--- src/rtl/reload_down_counter.sv ---
// Reloadable down-counter with periodic/one-shot modes, direct load, tc pulse and sticky done.
// Optional enable-qualified prescaler is compiled in when RDC_PRESCALE_EN is defined.
module reload_down_counter #(
   parameter int WIDTH = 4,
   parameter int MODES = 4,
   parameter int SEL_W = 2,
   parameter logic [WIDTH*MODES-1:0] RELOAD_TABLE = {4'd15, 4'd10, 4'd15, 4'd3},
   parameter logic [WIDTH-1:0] RESET_VAL = WIDTH'(10)
`ifdef RDC_PRESCALE_EN
   ,
   parameter int PRESCALE = 4
`endif
) (
   input  logic             clk,
   input  logic             reset,
   input  logic             en,
   input  logic             oneshot,
   input  logic [SEL_W-1:0] sel,
   input  logic             load,
   input  logic [WIDTH-1:0] load_val,
   output logic [WIDTH-1:0] count,
   output logic             tc,
   output logic             done
);

   logic [WIDTH-1:0] count_r;
   logic             tc_r;
   logic             done_r;
   logic [WIDTH-1:0] count_nxt_s;
   logic             tc_nxt_s;
   logic             done_nxt_s;
   logic             step_s;

   // Out-of-range selects fall back to the last table entry.
   function automatic logic [WIDTH-1:0] table_entry(input logic [SEL_W-1:0] s);
      logic [WIDTH-1:0] entry;
      entry = RELOAD_TABLE[(MODES-1)*WIDTH +: WIDTH];
      for (int i = 0; i < MODES; i++) begin
         entry = (s == SEL_W'(i)) ? RELOAD_TABLE[i*WIDTH +: WIDTH] : entry;
      end
      return entry;
   endfunction

`ifdef RDC_PRESCALE_EN
   localparam int PW = (PRESCALE > 1) ? $clog2(PRESCALE) : 1;

   logic [PW-1:0] pre_r;
   logic [PW-1:0] pre_nxt_s;

   // Prescale tally of enabled cycles; a step fires on the last one of each group.
   always_comb begin
      pre_nxt_s = pre_r;
      step_s    = 1'b0;
      if (load) begin
         pre_nxt_s = {PW{1'b0}};
      end else if (en) begin
         if (pre_r == PW'(PRESCALE - 1)) begin
            pre_nxt_s = {PW{1'b0}};
            step_s    = 1'b1;
         end else begin
            pre_nxt_s = pre_r + PW'(1);
         end
      end else begin
         pre_nxt_s = pre_r;
      end
   end

   // Prescale counter register.
   always_ff @(posedge clk) begin
      if (reset) begin
         pre_r <= {PW{1'b0}};
      end else begin
         pre_r <= pre_nxt_s;
      end
   end
`else
   assign step_s = en;
`endif

   // Next-state for count/tc/done: load beats stepping; tc defaults low every cycle.
   always_comb begin
      count_nxt_s = count_r;
      tc_nxt_s    = 1'b0;
      done_nxt_s  = done_r;
      if (load) begin
         count_nxt_s = load_val;
         done_nxt_s  = 1'b0;
      end else if (step_s) begin
         if (count_r != {WIDTH{1'b0}}) begin
            count_nxt_s = count_r - WIDTH'(1);
         end else if (!oneshot) begin
            count_nxt_s = table_entry(sel);
            tc_nxt_s    = 1'b1;
         end else if (!done_r) begin
            done_nxt_s = 1'b1;
            tc_nxt_s   = 1'b1;
         end else begin
            tc_nxt_s = 1'b0;
         end
      end else begin
         count_nxt_s = count_r;
      end
   end

   // Output state registers.
   always_ff @(posedge clk) begin
      if (reset) begin
         count_r <= RESET_VAL;
         tc_r    <= 1'b0;
         done_r  <= 1'b0;
      end else begin
         count_r <= count_nxt_s;
         tc_r    <= tc_nxt_s;
         done_r  <= done_nxt_s;
      end
   end

   assign count = count_r;
   assign tc    = tc_r;
   assign done  = done_r;

endmodule
--- config.mk ---
export PLATFORM = sky130hd
export DESIGN_NAME = reload_down_counter
export DESIGN_NICKNAME = d
export VERILOG_FILES = /design/src/rtl/reload_down_counter.sv
export SDC_FILE = /design/constraint.sdc
export NUM_CORES = 1
export LEC_CHECK = 0
export ABC_AREA = 0
export BUFFER_PORTS_ARGS = -buffer_cell sky130_fd_sc_hd__buf_4
export CAP_MARGIN = 15
export CORE_AREA = 2 2 39 41
export DETAILED_ROUTE_END_ITERATION = 8
export DIE_AREA = 0 0 41 43
export GPL_TIMING_DRIVEN = 0
export PLACE_DENSITY = 0.54
export SYNTH_ARGS = -nofsm -noshare
export SYNTH_HDL_FRONTEND = slang
export SYNTH_SLANG_ARGS = --single-unit
--- constraint.sdc ---
create_clock -name clk -period 1.6 [get_ports clk]
set_clock_uncertainty 0.2 [all_clocks]
set_input_delay 0.32 -clock clk [delete_from_list [all_inputs] [get_ports clk]]
set_output_delay 0.32 -clock clk [all_outputs]
set_load 0.005 [all_outputs]
Word level (Yosys, flattened, before mapping)
Cells that the tools add are included.

word-level totals
  flip-flop bits (word level) = 6
  bits of input ports = 11
  output and inout port bits = 6
  word-level logic and storage cells = 27

operators by class
  add/subtract/negate cells = 1
  equal/unequal tests = 4
  mux-type cells = 10
  bitwise operators = 2
  reduce and logical (&&, ||, !) cells = 7

operators by type and width
  kind                 count
  $mux 4               8
  $eq 2x2->1 const B   2
  $reduce_bool 4->1    1
  $reduce_or 4->1      1
  $sub 4x1->4 const B  1
  $ne 3x1->1 const B   1
  $reduce_and 3->1     1
  $eq 2x1->1 const B   1
  $logic_not 2->1      1
  $mux 1               2
  $not 1->1            2
  $reduce_and 2->1     1
  $reduce_bool 2->1    1
  $reduce_or 2->1      1

Depth between registers and ports, before layout
Gate-level depths: netlist of the first run.

  depth after elaboration = 9
  depth in mapped cells = 6
  depth with buffers taken out = 6

Worst setup path before layout of the first run
Ideal clock, no wire load.

  kind = flip-flop to flip-flop
  start = register count_r[0] (netlist: count[0])
  end = register count_r[1] (netlist: count[1])
  setup time = 0.074 ns
  data arrival time = 1.472 ns
  data required time = 1.326 ns
  path slack = -0.147 ns
  stages on the path, launching flop included = 7
  path buffers = 0
  clock period less this slack = 1.747 ns
  cell sequence = dfxtp_1 inv_1 ha_1 nand2_1 o31ai_1 mux2_2 o21ai_0

between the ends
  longest elaborated chain between the ends = 4
  elaborated cells on any way between the ends = 7
  classes of those cells = 1 x add/sub; 1 x eq/ne; 3 x mux; 2 x reduce/logical

ends and longest elaborated chain
  item                                              RTL line  RTL
  start, declared                                   26        logic [WIDTH-1:0] count_r;
  start signal, assigned                            112       count_r <= count_nxt_s;
  $sub 4x1->4 or $reduce_bool 4->1 (tied branches)  90, 89
  $mux 4                                            89        if (count_r != {WIDTH{1'b0}}) begin
  $mux 4                                            88        end else if (step_s) begin
  $mux 4                                            85        if (load) begin

Parallel ways exist; a longest one is shown, timed or not. The select of a mux whose other input is x is not followed.
A chain may end at the register's enable or synchronous reset.

Final worst setup path of the first run
  start = register count_r[1] (netlist: count[1])
  end = register count_r[0] (netlist: count[0])

between the ends
  longest elaborated chain between the ends = 4
  elaborated cells on any way between the ends = 6
  classes of those cells = 1 x eq/ne; 3 x mux; 2 x reduce/logical

ends and longest elaborated chain
  item                 RTL line
  $reduce_bool 4->1 *  89
  $mux 4               89
  $mux 4               88
  $mux 4               85

Every way passes the cells marked *; elsewhere a longest branch is shown, timed or not. The select of a mux whose other input is x is not followed.

==> results of run 1 <==
-- worst register-to-register path: cells and delay by family (launching register included) --
kind,cells,cell delay [ns]
AO/OA/AOI/OAI,2,0.48
adder cells (fa/ha/maj),1,0.16
buffers and inverters,1,0.07
flip-flops,1,0.32
AND/OR/NAND/NOR,2,0.27
-- sequential cells by signal, summed over array words and instances (netlist names) --
signal / count
tc: 1
count: 4
done: 1
-- power by group through the flow --
| stage | clock, W | sequential [W] | combinational [W] |
|---|---|---|---|
| global placement | 0 | 0.000178 | 0.000112 |
| CTS | 0.000152 | 0.000174 | 0.000136 |
| detailed placement | 0 | 0.000178 | 0.000113 |
| finish | 0.000145 | 0.000174 | 0.000139 |
| floorplan | 0 | 0.000177 | 0.0000609 |
| global route | 0.000161 | 0.000175 | 0.000152 |
-- cell type report --
cell class	instances	area (um2)	area share, %
Multi-Input combinational cell	34	254	41.3
Timing Repair Buffer	22	165	26.9
Sequential cell	6	123	20.0
Clock buffer	3	22.5	3.67
Tap cell	16	20.0	3.26
Inverter	5	18.8	3.05
Buffer	1	11.3	1.83
-- layout by cell type (no fill, tap or decap), types with 3 or more instances in the layout --
| cell | instances |
|---|---|
| clkbuf_4 | 3 |
| nand2_1 | 4 |
| dfxtp_1 | 4 |
| a21oi_1 | 4 |
| nor2_1 | 5 |
| buf_4 | 22 |
| inv_1 | 3 |
-- metrics by stage --
stage | total power (W) | hold WS [ns] | setup slack, ns
floorplan | 0.000238 | 0.180 | 0.0233
global placement | 0.000290 | 0.328 | -0.0906
detailed placement | 0.000291 | 0.325 | -0.0881
CTS | 0.000462 | 0.0702 | -0.0245
global route | 0.000488 | 0.0702 | -0.0359
finish | 0.000458 | 0.0790 | 0.0229
-- layer usage --
metal | vias to the layer above | wire length [um] | track usage (%)
li1 | 220 | - | -
met1 | 199 | 430 | 14.7
met2 | 12 | 500 | 21.3
met3 | 2 | 82 | 5.24
met4 | 0 | 8 | 8.00
met5 | - | 0 | 0
-- timing repair --
action / CTS / global route
setup buffers: 5 / 1
pin swaps: 4 / 3
resized for setup: 4 / 0
setup endpoints to repair: 2 / 2
-- cells by family (layout without fill, tap and decap cells) --
kind of cell    after synthesis  in the layout  share of synthesized area [%]
buf+inv                       6             31                           8.08
mux                           1              1                           3.03
simple gates                 18             18                           26.6
fa+ha+maj                     1              1                           3.37
compound gates               14             14                           26.6
flops                         6              6                           32.3
-- worst min-delay path by stage --
stage	end	slack [ns]
2_1_floorplan	count[0]	0.18
3_3_place_gp	count[0]	0.33
3_5_place_dp	count[0]	0.33
4_1_cts	count[0]	0.07
5_1_grt	count[0]	0.07
6_report	count[0]	0.08
==> key figures, run 1 <==
Status
  – Status: completed

Pwr
  – Pwr/cell area: between 700 and 800 nW/um2
  – Max VDD drop: 0.252 mV
  – Logic gate share of total power: 30.4%
  – Psw: approximately 0.00013 W
  – Clk pwr share: between 30% and 40%
  – Seq pwr share: between 30% and 40%
  – Int Pwr: around 0.00033 W
  – Switch share: 28.8%
  – Static leakage: 0.273 nW

Synthesis
  – Post-Syn Nets: 58
  – Synthesized area: roughly 370 um2
  – Ys flop type: dfxtp_1
  – Synth cell types: 21
  – Most common cell in the synthesized netlist: dfxtp_1
  – Average size of a mapped cell: 8.08 um2
  – Ys Warns: 0
  – Cells after Synth: 46
  – Ys async rst share: 0%
  – Yosys top cell by area: dfxtp_1
  – Post-synth top area share: between 30% and 40%
  – Sequential area share after synthesis: 32.3%
  – Synth top area cells: dfxtp_1 (32%), a21oi_1 (5.4%), inv_1 (5.1%)
  – Register bit total from synthesis: 6
  – Synth top cells by count: dfxtp_1 (6), inv_1 (5), nand2_1 (5), nor2_1 (5), a21oi_1 (4)
  – Post-synth EDFFs: 0

Timing
  – Final Critical Period: between 1.5 and 2 ns
  – Fin crit share: between 90% and 100%
  – Slew @ Worst Pin: roughly 0.38 ns
  – RSZ-0062 raised after global routing: true
  – Fmax achieved: ~630 MHz
  – Final slew viol count: 0
  – Relative slew slack: between 70% and 80%
  – Fin Setup TNS: 0 ns
  – Final hold vios: 0
  – Setup violations, final: 0

Critical path
  – Crit Path Max Fanout: 4
  – Flop2flop setup slack: ~0.023 ns
  – Worst path required time: about 1.6 ns
  – Worst Setup SP: count[1]
  – Critical Path Stages: 6
  – RR Startpoint: count[1]
  – Crit path DAT: 1.53 ns
  – Startpoint Class: flop
  – CP Capture Type: flop
  – Worst setup path end: count[0]
  – Worst R2R End: count[0]
  – Critical path buffers and inverters: 1
  – Crit-path cells: inv_2 > ha_4 > nor3b_4 > nor2_2 > a311o_1 > a311oi_2
  – Delay-heaviest family, CP: compound AO/OA/AOI/OAI gates
  – Worst R2R Path Depth: 6
  – CP Class: flop to flop
  – Slowest CP cell: dfxtp_2
  – Critical Path Max Stage Delay: 0.32 ns

Clocking
  – Clk Latency, worst-skew pair: 0.24 ns
  – Clock buffer depth: 2
  – CTS Root Cell: clkbuf_4
  – Cts hold-fix bufs: 0
  – CTS Sinks: 6
  – H-tree Lvls: 1
  – CTS tree: done
  – CTS Buf Count: 3
  – Clock transition at the registers of the reported paths: 0.05 ns

GRT
  – Largest net degree at the start of global routing: 9
  – Vias in the first global route: about 390
  – GRT Util Overall: 13.6%
  – First-pass GRT wire length: between 1500 and 2000 um
  – Total grt overflow: 0
  – Initial antenna violation count: 0

Detailed routing
  – Drt first pass iters: 3
  – DRC: 0
  – Post-Route WL: around 1000 um
  – Vias: ~430
  – Antenna viol nets, final: 0
  – Drt wl/cell: roughly 12 um
  – DR vias/cell: between 4 and 5
  – Starting DRT DRC Count: 8

Placement
  – Post-DP Area: ~530 um2
  – Placed Cells: a little under 80
  – Port bufs: 16
  – GPL Wtd Cong: between 0.6 and 0.7
  – DP Wirelength: 733 um

Cells and area
  – Fillers: about 140
  – Final core occ: 44.4%
  – Finished Layout Cells: 87
  – Final instance area: 614 um2
  – Antenna Cells: 0
  – Layout cell share with drive strength beyond 1: about 54%
  – Nets: 85
  – Layout Area Growth over Synthesis: 65.3%

Die
  – Die footprint: roughly 1800 um2
  – Starting Density: between 20 and 30%
  – Ports: 17
  – Die Ht: roughly 43 um
  – Core area: around 1400 um2
  – Die Width: roughly 40 um
  – Row cnt: 14

Flow run
  – Max-cap violations: 0

Worst hold path
  – Worst Hold Class: input port to flop
  – Worst Hold Launch: reset
  – Hold path cells: 2
No activity file was read; power rests on OpenSTA's default activity.
==> run 2: changes to the inputs <==
clock period = 1.3 ns   (was 1.6 ns; I/O delays follow)
==> key figures, run 2 (synthesis results as in run 1) <==
Timing
  – Fin crit share: 125%
  – RSZ-0062 raised after global routing: true
  – Setup violations, final: 6
  – Fmax achieved: just over 600 MHz
  – Final WS setup: -0.319 ns
  – Final Critical Period: ~1.6 ns
  – Final slew viol count: 0
  – Fin Setup TNS: -1.18 ns
  – Final hold vios: 0
  – Relative slew slack: slightly above 80%
  – Slew @ Worst Pin: around 0.27 ns
  – Worst hold slack: between 0.03 and 0.04 ns

Clocking
  – CTS Sinks: 6
  – CTS Root Cell: clkbuf_4
  – CTS tree: done
  – Clock buffer depth: 2
  – Clock transition at the registers of the reported paths: 0.04 ns
  – Cts hold-fix bufs: 0
  – Clk Latency, worst-skew pair: 0.24 ns
  – CTS Buf Count: 3
  – H-tree Lvls: 1

Detailed routing
  – Antenna viol nets, final: 0
  – Starting DRT DRC Count: 10
  – DR vias/cell: ~5
  – Post-Route WL: between 1000 and 1500 um
  – Drt first pass iters: 4
  – Vias: 458
  – Drt wl/cell: 12.6 um
  – DRC: 0

Cells and area
  – Layout cell share with drive strength beyond 1: between 60% and 70%
  – Largest register FFs: 4
  – Final instance area: slightly above 700 um2
  – Commonest non-fill, non-tap cell in the layout: buf_4
  – Most frequent cells in the layout: buf_4 (24), buf_6 (5), nor2_1 (5), a21oi_1 (4)
  – Antenna Cells: 0
  – Layout Area Growth over Synthesis: 92.6%
  – Final core occ: about half
  – Nets: between 90 and 100

Status
  – Violated checks: setup timing
  – Status: complete, but fails checks

GRT
  – First-pass GRT wire length: ~1800 um
  – Total grt overflow: 0
  – Initial antenna violation count: 0
  – Largest net degree at the start of global routing: 9
  – Vias in the first global route: 438
  – GRT Util Overall: 15.1%

Critical path
  – CP Class: flop to flop
  – Critical path buffers and inverters: 1
  – Slowest CP cell: dfxtp_2
  – CP Capture Type: flop
  – Crit Path Max Fanout: 4
  – Crit-path cells: inv_2 > ha_4 > nor3b_4 > nor2_2 > a311o_1 > a311oi_2
  – Startpoint Class: flop
  – Critical Path Stages: 6
  – Critical Path Max Stage Delay: around 0.32 ns
  – Worst path required time: approximately 1.3 ns
  – Crit path DAT: about 1.6 ns
  – Delay-heaviest family, CP: compound AO/OA/AOI/OAI gates
  – Worst R2R Path Depth: 6

Die
  – Starting Density: between 20% and 30%
  – Die Width: between 40 and 50 um
  – Ports: 17
  – Core area: 1380 um2
  – Row cnt: 14
  – Die footprint: 1760 um2
  – Die Ht: ~43 um

Placement
  – Placement Setup Slack: -0.360 ns
  – Post-DP Area: approximately 550 um2
  – DP Wirelength: between 700 and 800 um
  – GPL Wtd Cong: ~0.74
  – Port bufs: 16

Worst hold path
  – Worst Hold Class: input port to flop
  – Hold path cells: 2

Flow run
  – Max-cap violations: 0

Pwr
  – Max VDD drop: 0.523 mV
  – Static leakage: around 0.32 nW
  – Pwr/cell area: between 800 and 900 nW/um2
## run 2: metal layers
layer	vias to the layer above	wire [um]	global-route usage, %	part of all wire (%)
met1	205	471	16.4	40
met2	18	599	24.4	51
met5	-	0	0	0
met4	0	5	2.00	0.43
met3	2	93	9.42	8.0
li1	233	-	-	-
## run 2: layout make-up
cell class | count | area (um2)
Tap cell | 16 | 20.0
Multi-Input combinational cell | 34 | 292
Timing Repair Buffer | 28 | 225
Buffer | 1 | 11.3
Clock buffer | 3 | 22.5
Sequential cell | 6 | 126
Fill cell | 138 | 668
Inverter | 5 | 18.8
## run 2: what timing repair did
action	4_1_cts	5_1_grt
gates resized for setup	9	7
pin swaps	4	3
cloned	0	0
setup endpoints to repair	6	8
buffers inserted	10	3
## run 2: power breakdown
group          switching [W]  internal (W)
Sequential         0.0000188      0.000199
Clock              0.0000633      0.000104
Combinational      0.0000928      0.000129
Total               0.000175      0.000432
## run 2: through the flow
stage / total power, W / instances
after CTS: 0.000588 / 91
after global routing: 0.000648 / 93
after floorplan: 0.000302 / 46
final: 0.000607 / 93
after global placement: 0.000369 / 78
after detailed placement: 0.000369 / 78
## run 2: final timing paths
path,slack (ns),endpoint,startpoint
setup / recovery,-0.32,count[0],count[0]
hold reg to reg,0.32,tc,count[3]
setup reg to reg,-0.32,count[0],count[0]
hold / removal,0.03,count[0],reset
